===== config.mk =====
export PLATFORM = sky130hd
export DESIGN_NAME = wb_b3_classic_bridge
export DESIGN_NICKNAME = d
export VERILOG_FILES = /design/src/rtl/wb_b3_classic_bridge.sv
export SDC_FILE = /design/constraint.sdc
export NUM_CORES = 1
export LEC_CHECK = 0
export ABC_AREA = 1
export BUFFER_PORTS_ARGS = -buffer_cell sky130_fd_sc_hd__buf_2
export CORE_MARGIN = 3
export CORE_UTILIZATION = 35
export CTS_BUF_LIST = sky130_fd_sc_hd__clkbuf_8
export CTS_CLUSTER_SIZE = 20
export DETAILED_ROUTE_END_ITERATION = 7
export PLACE_DENSITY = 0.65
export SLEW_MARGIN = 20
export SYNTH_ARGS = -nofsm -noshare
export SYNTH_HDL_FRONTEND = slang
export SYNTH_SLANG_ARGS = --single-unit

===== constraint.sdc =====
create_clock -name clk -period 3.4 [get_ports clk]
set_input_delay 0.17 -clock clk [delete_from_list [all_inputs] [get_ports clk]]
set_output_delay 0.17 -clock clk [all_outputs]
set_load 0.1 [all_outputs]

===== src/rtl/wb_b3_classic_bridge.sv =====
// Registered Wishbone B3 master-port to classic-cycle slave bridge.
// Each master beat becomes one registered single access, guarded by a per-access watchdog.
module wb_b3_classic_bridge #(
  parameter int unsigned AW      = 32,
  parameter int unsigned DW      = 32,
  parameter int unsigned TIMEOUT = 255,
  parameter int unsigned TW      = $clog2(TIMEOUT + 1)
) (
  input  logic            clk,
  input  logic            rst_n,
  input  logic [AW-1:0]   m_adr_i,
  input  logic [DW-1:0]   m_dat_i,
  input  logic [DW/8-1:0] m_sel_i,
  input  logic            m_we_i,
  input  logic            m_cyc_i,
  input  logic            m_stb_i,
  input  logic [2:0]      m_cti_i,
  input  logic [1:0]      m_bte_i,
  output logic [DW-1:0]   m_dat_o,
  output logic            m_ack_o,
  output logic            m_err_o,
  output logic            m_rty_o,
  output logic [AW-1:0]   s_adr_o,
  output logic [DW-1:0]   s_dat_o,
  output logic [DW/8-1:0] s_sel_o,
  output logic            s_we_o,
  output logic            s_cyc_o,
  output logic            s_stb_o,
  input  logic [DW-1:0]   s_dat_i,
  input  logic            s_ack_i,
  input  logic            s_err_i,
  output logic            timeout_o,
  output logic            busy_o
);

  localparam int unsigned SW = DW / 8;
  localparam int unsigned CW = (TW < 1) ? 1 : TW;

  typedef enum logic [1:0] {IDLE, ACCESS, RESP} state_t;

  state_t          state_q, state_d;
  logic [CW-1:0]   cnt_q, cnt_d;
  logic [AW-1:0]   s_adr_d;
  logic [DW-1:0]   s_dat_d, m_dat_d;
  logic [SW-1:0]   s_sel_d;
  logic            s_we_d, s_cyc_d, m_ack_d, m_err_d, timeout_d, busy_d;

  // Burst qualifiers are accepted but every beat is handled as a single access.
  logic unused_burst_c;
  assign unused_burst_c = ^{m_cti_i, m_bte_i};

  assign m_rty_o = 1'b0;
  assign s_stb_o = s_cyc_o;

  // State and registered outputs.
  always_ff @(posedge clk or negedge rst_n) begin
    if (!rst_n) begin
      state_q   <= IDLE;
      cnt_q     <= '0;
      s_adr_o   <= '0;
      s_dat_o   <= '0;
      s_sel_o   <= '0;
      s_we_o    <= 1'b0;
      s_cyc_o   <= 1'b0;
      m_dat_o   <= '0;
      m_ack_o   <= 1'b0;
      m_err_o   <= 1'b0;
      timeout_o <= 1'b0;
      busy_o    <= 1'b0;
    end else begin
      state_q   <= state_d;
      cnt_q     <= cnt_d;
      s_adr_o   <= s_adr_d;
      s_dat_o   <= s_dat_d;
      s_sel_o   <= s_sel_d;
      s_we_o    <= s_we_d;
      s_cyc_o   <= s_cyc_d;
      m_dat_o   <= m_dat_d;
      m_ack_o   <= m_ack_d;
      m_err_o   <= m_err_d;
      timeout_o <= timeout_d;
      busy_o    <= busy_d;
    end
  end

  // Next state and next output values.
  always_comb begin
    state_d   = state_q;
    cnt_d     = cnt_q;
    s_adr_d   = s_adr_o;
    s_dat_d   = s_dat_o;
    s_sel_d   = s_sel_o;
    s_we_d    = s_we_o;
    s_cyc_d   = s_cyc_o;
    m_dat_d   = m_dat_o;
    m_ack_d   = 1'b0;
    m_err_d   = 1'b0;
    timeout_d = 1'b0;

    case (state_q)
      IDLE: begin
        if (m_cyc_i && m_stb_i) begin
          s_adr_d = m_adr_i;
          s_dat_d = m_dat_i;
          s_sel_d = m_sel_i;
          s_we_d  = m_we_i;
          s_cyc_d = 1'b1;
          cnt_d   = '0;
          state_d = ACCESS;
        end
      end
      ACCESS: begin
        if (!m_cyc_i) begin
          s_cyc_d = 1'b0;
          state_d = IDLE;
        end else if (s_err_i) begin
          s_cyc_d = 1'b0;
          m_err_d = 1'b1;
          state_d = RESP;
        end else if (s_ack_i) begin
          m_dat_d = s_dat_i;
          s_cyc_d = 1'b0;
          m_ack_d = 1'b1;
          state_d = RESP;
        end else if ((TIMEOUT != 0) && (cnt_q == CW'(TIMEOUT - 1))) begin
          s_cyc_d   = 1'b0;
          m_err_d   = 1'b1;
          timeout_d = 1'b1;
          state_d   = RESP;
        end else if (cnt_q != '1) begin
          cnt_d = cnt_q + CW'(1);
        end
      end
      RESP: begin
        // Strobe seen here belongs to the beat being answered.
        state_d = IDLE;
      end
      default: begin
        s_cyc_d = 1'b0;
        state_d = IDLE;
      end
    endcase

    busy_d = (state_d != IDLE);
  end

endmodule


## Yosys cells after proc, flatten, opt, wreduce, memory -nomap -nowiden

Index checks and enable logic that the tools add are counted.

- Bits in registers: 116

- Add/subtract/negate cells: 1
- Equality and inequality tests: 11
- Muxes and demuxes: 31
- Bitwise logic cells: 2
- Reduce and logical (&&, ||, !) cells: 8

Operators by type and width:

| operator | count |
|---|---|
| $mux 8 | 6 |
| $mux 1 | 17 |
| $pmux 8 s2 | 1 |
| $ne 2x2->1 const B | 6 |
| $mux 2 | 5 |
| $add 8x1->8 const B | 1 |
| $eq 8x8->1 const B | 1 |
| $ne 8x8->1 const B | 1 |
| $reduce_and 7->1 | 1 |
| $ne 5x5->1 const B | 1 |
| $pmux 2 s2 | 1 |
| $reduce_and 4->1 | 1 |
| $reduce_bool 2->1 | 2 |
| $pmux 1 s3 | 1 |
| $reduce_and 3->1 | 1 |
| $eq 2x1->1 const B | 1 |
| $eq 2x2->1 const B | 1 |
| $logic_not 2->1 | 1 |
| $not 1->1 | 2 |
| $reduce_and 2->1 | 1 |
| $logic_and 1x1->1 | 1 |

## Logic depth before layout (Yosys ltp)

Gate-level depths: netlist (run 1).

- Depth in word-level cells: 7
- Gate-level depth with buffers: 11

## Worst setup path before layout (run 1)

OpenSTA, ideal clock, no wires.

- Path kind: reg2out
- Start: register s_cyc_o
- End: output port s_stb_o
- Data arrival time: 1.340 ns
- Slack: 1.890 ns
- Stages on the path, launching flop included: 2
- Buffers on the path: 1
- Path through: dfrtp_1 -> buf_4

RTL lines:

| what | line | source |
|---|---|---|
| start, declared | 27 | `output logic s_cyc_o,` |
| start signal, assigned | 77 | `s_cyc_o <= s_cyc_d;` |
| end, declared | 28 | `output logic s_stb_o,` |

No word-level cell between the ends.

## Worst setup path in the final report (run 1)

- Start: register state_q[1]
- End: register s_dat_o[11]

- Longest elaborated chain between the ends: 2

Ends and longest elaborated chain:

| what | line | source |
|---|---|---|
| start, declared | 41 | `state_t state_q, state_d;` |
| start signal, assigned | 71 | `state_q <= state_d;` |
| $logic_not 2->1 | 100 | `case (state_q)` |
| $reduce_and 2->1 (no source line) | -- |  |
| end signal, assigned | 74 | `s_dat_o <= s_dat_d;` |
| end, declared | 24 | `output logic [DW-1:0] s_dat_o,` |

No other way between the ends.
A chain may end at the register's enable or synchronous reset.

==> reports/metrics.yaml, run 1 <==
wl_met2_um: 6900
cts_sinks: 116
wire_per_inst_um: 13.1
timing.final.hold_violations: 0
rsz0062_at_grt: "false"
via_per_inst: 4.50
syn_to_final_growth_pct: 54.4
hold_path.class: "in2reg"
synthTopCellsByArea: "dfrtp_1 60%, nand2_1 24%, o21ai_0 3.1%"
critPathKind: "reg2reg"
io_pins: 220
skew_ns: 0.00750
r2r_slack_ns: 1.24
required_ns: 3.72
grt_max_degree: 71
ys_seq_area_share_pct: 60.3
drive_above_1_share_pct: 30.1
max_freq_mhz: 462
final_common_cell: "nand2_1"
cts-htree-levels: 4
worst_skew_pair.late_latency_ns: 0.43
worst_pin_slew_ns: 0.901
totalWireLength_um: 13800
finalNonFillerCells: 1057
synth_fp_nets: 670
dp.cells: 922
synth_cell_types: 28
place.gp.congestion: 0.776
wl_met1_um: 5680
synth_warnings: 0
grt_overflow: 0
cap_violations: 0
vias: 4754
antenna_found_initial: 0
endpoint: "s_dat_o[11]$_DFFE_PN0P_"
syn-cell-area_um2: 4820
dieArea_um2: 15200
worst_r2r_endpoint: "s_dat_o[11]$_DFFE_PN0P_"
antenna_cells: 0
pre_cts_slack_ns: 1.32
n_fill_cell: 1163
drc_errors: 0
first_iter_violations: 246
synth_top_cell_by_area: "dfrtp_1"
grtUsageTotal_pct: 18.2
met3_length_um: 876
hpwl_um: 8240
yosysTopAreaCellShare_pct: 60.3
final_cell_mix: "311 x nand2_1, 212 x buf_2, 116 x dfrtp_1"
synth-seq-cells: 116
firstDrtPassIters: 5
slew_viol_final: 0
cp-start-kind: "flop"
status: "finished clean"
cts_tree: "built"
crit_arrival_ns: 2.48
finalPower_w: 0.00589
end_kind: "flop"
clockBufferDepth: 2
clockRootBuffer: "clkbuf_8"
cts_buffers: 17
irDropWorstVdd_uv: 574
hold_slack_ns: 0.0494
first_global_vias: 4513
p_per_area_nw_per_um2: 792
nNetsFinal: 982
avgSynthCellArea_um2: 8.66
ant_nets: 0
r2r_cells: 7
die_h_um: 123
leakagePower_nw: 4.12
highest-signal-layer: "met4"
synth_cells: 556
setup_ws_ns: 1.24
finalSetupTns_ns: 0
path_max_fanout: 64
die_w_um: 123
clk_pin_slew_ns: 0.07
setup_violations: 0
critPathLaunch: "state_q[1]$_DFF_PN0_"
core_area_um2: 13300
start_util_pct: 36.1
rr_startpoint: "state_q[1]$_DFF_PN0_"
slew_headroom_pct: 39.8
period_needed_ns: 2.16
num_rows: 42
grt_pass1_wl_um: 21500
min_period_over_period_pct: 63.6
port_buffers: 213
-- cells by family (layout without fill, tap and decap cells) --
| family | count (synthesis) | after routing | synth area share [%] |
|---|---|---|---|
| AND/OR/NAND/NOR | 354 | 354 | 29.5 |
| XOR/XNOR | 3 | 3 | 0.546 |
| adder cells (fa/ha/maj) | 2 | 2 | 0.519 |
| AO/OA/AOI/OAI | 38 | 38 | 4.08 |
| buffers and inverters | 42 | 367 | 4.99 |
| flip-flops | 116 | 116 | 60.3 |
| other | 1 | 1 | 0.0778 |
-- stage by stage --
stage / area, um2 / utilization (%)
floorplan: 4820 / -
global placement: 5960 / 44.7
detailed placement: 5960 / 44.7
CTS: 7440 / 55.7
global route: 7440 / 55.7
finish: 7440 / 55.7
-- final cells by class --
type | count | area [um2] | area share (%)
Tap cell | 176 | 220 | 2.96
Clock buffer | 21 | 289 | 3.88
Inverter | 16 | 61.3 | 0.824
Clock inverter | 11 | 158 | 2.12
Timing Repair Buffer | 319 | 2130 | 28.7
Multi-Input combinational cell | 398 | 1670 | 22.5
Sequential cell | 116 | 2900 | 39.0
-- per-layer routing --
metal,vias to the layer above,track usage [%]
met2,179,30.1
met4,0,8.30
met3,28,6.31
met5,-,0
li1,2334,-
met1,2213,21.4
-- cells in the mapped netlist, drive strengths merged --
master,number
a21oi,3
buf,20
clkbuf,6
conb,1
dfrtp,116
ha,2
inv,16
nand2,317
nand3,11
nand4,3
nor2,21
nor3,1
o21ai,34
o21bai,1
or2,1
xnor2,2
xor2,1
-- registers in the layout, summed over array words and instances, names as in the netlist --
register / count
state_q: 2
m_err_o: 1
m_dat_o: 32
m_ack_o: 1
s_sel_o: 4
busy_o: 1
s_we_o: 1
s_adr_o: 32
s_cyc_o: 1
timeout_o: 1
cnt_q: 8
s_dat_o: 32
-- what timing repair did --
| item | CTS | global route |
|---|---|---|
| resized for setup | 0 | 0 |
| endpoints found under the setup margin | 0 | 0 |
| buffers inserted | 0 | 0 |
| hold buffers | 103 | 0 |
| hold endpoints to repair | 154 | 0 |
-- critical path: stages, from the launching register on --
cell      delay, ns
dfrtp_1        0.41
nor2_1         0.17
inv_2          0.10
nor2_8         0.09
clkinv_2       0.69
buf_4          0.46
nand2_1        0.07
nand2_1        0.04
-- worst min-delay path by stage --
stage	start	to	slack (ns)	depth (start not counted)
floorplan	rst_n	busy_o$_DFF_PN0_	-0.13	0
global placement	rst_n	m_dat_o[6]$_DFFE_PN0P_	0.26	1
detailed placement	rst_n	m_dat_o[6]$_DFFE_PN0P_	0.25	1
CTS	s_ack_i	state_q[1]$_DFF_PN0_	0.01	3
global route	s_ack_i	state_q[1]$_DFF_PN0_	0.03	3
finish	s_ack_i	state_q[1]$_DFF_PN0_	0.05	3
-- where the power goes --
group          switching (W)  total [W]  internal (W)
logic                0.00231    0.00271      0.000402
clock network       0.000544    0.00141      0.000868
registers           0.000128    0.00176       0.00164
Note: power is estimated with default switching activity, not from simulation.
==> inputs of run 2 (changes only) <==
- ABC_AREA: 1 -> 0
- PLACE_DENSITY: 0.65 -> 0.68
- clock period: 3.4 -> 1.95 ns (I/O delays scaled with it)
==> run 2 against run 1 <==
Register-to-register slack worse by 1.1 ns. Global-route usage up 0.43 points. Clock power up 89%. Clock skew down 0.0015 ns. Non-clock buffer count up 5. Flip-flop and latch count unchanged. Hold slack better by 0.0086 ns. Synthesized area down 6.4%. Clock-buffer cell count down 1. Combinational power up 77%. Die area down 6.1%. Largest cell class unchanged. Largest power group unchanged. Highest routed layer unchanged.
==> reports/metrics.yaml, run 2 <==
r2r_cells: 6
grt_pass1_wl_um: 21500
hold_path.class: "in2async"
rsz0062_at_grt: "true"
yosysTopAreaCellShare_pct: 64.4
power_frac_clock_pct: 25.1
rr_startpoint: "cnt_q[0]$_DFFE_PN0P_"
finalPower_w: 0.0106
cts_sinks: 116
synth_cell_types: 36
irDropWorstVdd_uv: 672
critPathBufInv: 1
drc_errors: 0
required_ns: 2.30
cp_slowest_cell: "or4_1"
core_area_um2: 12300
worstPathCellList: "inv_1, ha_1, or2_1, and4_1, or4_1, a21oi_1"
min_period_over_period_pct: 94.9
clockBufferDepth: 2
status: "finished clean"
p_comb_share_pct: 45.5
clockRootBuffer: "clkbuf_8"
ys_seq_area_share_pct: 64.4
via_per_inst: 4.52
vias: 4231
dieArea_um2: 14300
grt_max_degree: 69
period_needed_ns: 1.85
synth_top_cells_by_count: "213 x nand2_1, 116 x dfrtp_1, 34 x mux2_1"
synthTopCellsByArea: "dfrtp_1 64%, nand2_1 18%, mux2_1 8.5%"
crit_arrival_ns: 2.20
io_pins: 220
nNetsFinal: 870
antenna_cells: 0
syn_to_final_growth_pct: 62.4
port_buffers: 213
pre_cts_slack_ns: 0.0899
synth_warnings: 0
die_w_um: 119
ant_nets: 0
clk_pin_slew_ns: 0.07
leakagePower_nw: 3.97
cts_buffers: 17
internal-power_w: 0.00536
setup_violations: 0
cts-htree-levels: 4
first_global_vias: 4402
grtUsageTotal_pct: 18.7
synth_ff_type: "dfrtp_1"
synth_fp_nets: 548
synth_cells: 434
timing.final.hold_violations: 0
switching_share_pct: 49.4
slew_viol_final: 0
num_rows: 40
cp-start-kind: "flop"
start_util_pct: 36.6
firstDrtPassIters: 5
cp_slowest_stage_delay_ns: 0.47
cap_violations: 0
final_common_cell: "nand2_1"
cts_tree: "built"
setup_ws_ns: 0.0988
path_max_fanout: 6
crit_family: "simple AND/OR/NAND/NOR gates"
finalNonFillerCells: 936
r2r_slack_ns: 0.1
ff_latch_area_um2: 2900
multiInputGateArea_um2: 1520
async_flop_share_pct: 100
wire_per_inst_um: 13.7
critPathKind: "reg2reg"
end_kind: "flop"
final_cell_mix: "213 x nand2_1, 212 x buf_2, 116 x dfrtp_1"
first_iter_violations: 254
drive_above_1_share_pct: 32.9
avgSynthCellArea_um2: 10.4
synth_most_common_cell: "nand2_1"
worst_pin_slew_ns: 0.514
place.gp.congestion: 0.810
worst_r2r_endpoint: "cnt_q[3]$_DFFE_PN0P_"
hpwl_um: 7880
synth_top_cell_by_area: "dfrtp_1"
largestRegisters: "m_dat_o: 32 flops, s_adr_o: 32 flops, s_dat_o: 32 flops"
dp.cells: 801
p_seq_share_pct: 29.4
skew_ns: 0.00605
antenna_found_initial: 0
n_fill_cell: 987
slew_headroom_pct: 65.7
syn-cell-area_um2: 4510
grt_overflow: 0
synth_enable_flop_cells: 0
max_freq_mhz: 540
p_sw_w: 0.00523
worst_skew_pair.late_latency_ns: 0.43
totalWireLength_um: 12800
synth-seq-cells: 116
die_h_um: 119
hold_slack_ns: 0.0580
p_per_area_nw_per_um2: 1450
run 2: changes by cell type after synthesis, moves of 7 or more:
cell     change
o21ai_0     -29
nand3_1      -8
nand2_1     -98
buf_6        -7
inv_2        -8
mux2_1      +34
nor2_1      -12
run 2: per-stage QoR:
step	utilization, %	TNS, ns	cell area [um2]
after global routing	59.5	-0.00504	7320
after detailed placement	47.1	0	5800
final	59.5	0	7320
after global placement	47.1	0	5800
after CTS	59.5	0	7320
after floorplan	-	0	4510
run 2: worst register-to-register path: stages (launching register included):
cell	delay [ns]
dfrtp_1	0.43
inv_1	0.06
ha_1	0.20
or2_1	0.24
and4_1	0.24
or4_1	0.47
a21oi_1	0.15
run 2: logic make-up after synthesis:
group / count (synthesis) / share of synthesized area (%)
AO/OA/AOI/OAI: 16 / 2.50
buffers and inverters: 23 / 2.16
adder cells (fa/ha/maj): 2 / 0.555
other: 1 / 0.0832
flip-flops: 116 / 64.4
AND/OR/NAND/NOR: 241 / 21.6
multiplexers: 35 / 8.72
run 2: power groups by stage:
stage / Clock, W / Sequential, W / Combinational (W)
after detailed placement: 0 / 0.00314 / 0.00466
after global placement: 0 / 0.00312 / 0.00462
after floorplan: 0 / 0.00650 / 0.000469
final: 0.00266 / 0.00312 / 0.00481
after global routing: 0.00285 / 0.00317 / 0.00498
after CTS: 0.00274 / 0.00311 / 0.00482
run 2: routing by layer:
layer  track usage, %  routed length [um]
met1             21.5                5190
met2             32.5                6590
met3             6.46                 907
met4             6.23                 157
met5                0                   0
run 2: cell type report:
| type | count | area share [%] |
|---|---|---|
| timing repair buffer | 324 | 30.0 |
| clock buffer | 20 | 3.76 |
| clock inverter | 11 | 2.82 |
| multi-input combinational | 295 | 20.8 |
| inverter | 2 | 0.103 |
| sequential | 116 | 39.6 |
| tap | 168 | 2.87 |
run 2: worst max path at each step:
stage	slack (ns)	cells after the start	endpoint	start
2_1_floorplan	0.20	6	cnt_q[3]$_DFFE_PN0P_	cnt_q[0]$_DFFE_PN0P_
3_3_place_gp	0.14	6	cnt_q[3]$_DFFE_PN0P_	cnt_q[0]$_DFFE_PN0P_
3_5_place_dp	0.09	6	cnt_q[1]$_DFFE_PN0P_	cnt_q[0]$_DFFE_PN0P_
4_1_cts	0.08	6	cnt_q[1]$_DFFE_PN0P_	cnt_q[0]$_DFFE_PN0P_
5_1_grt	-0.005	6	cnt_q[1]$_DFFE_PN0P_	cnt_q[0]$_DFFE_PN0P_
6_report	0.1	6	cnt_q[3]$_DFFE_PN0P_	cnt_q[0]$_DFFE_PN0P_
run 2: what timing repair did:
action,4_1_cts,5_1_grt
endpoints found under the setup margin,0,1
gates resized for setup,0,0
hold buffers,104,0
buffers inserted,0,0
endpoints found under the hold margin,221,0
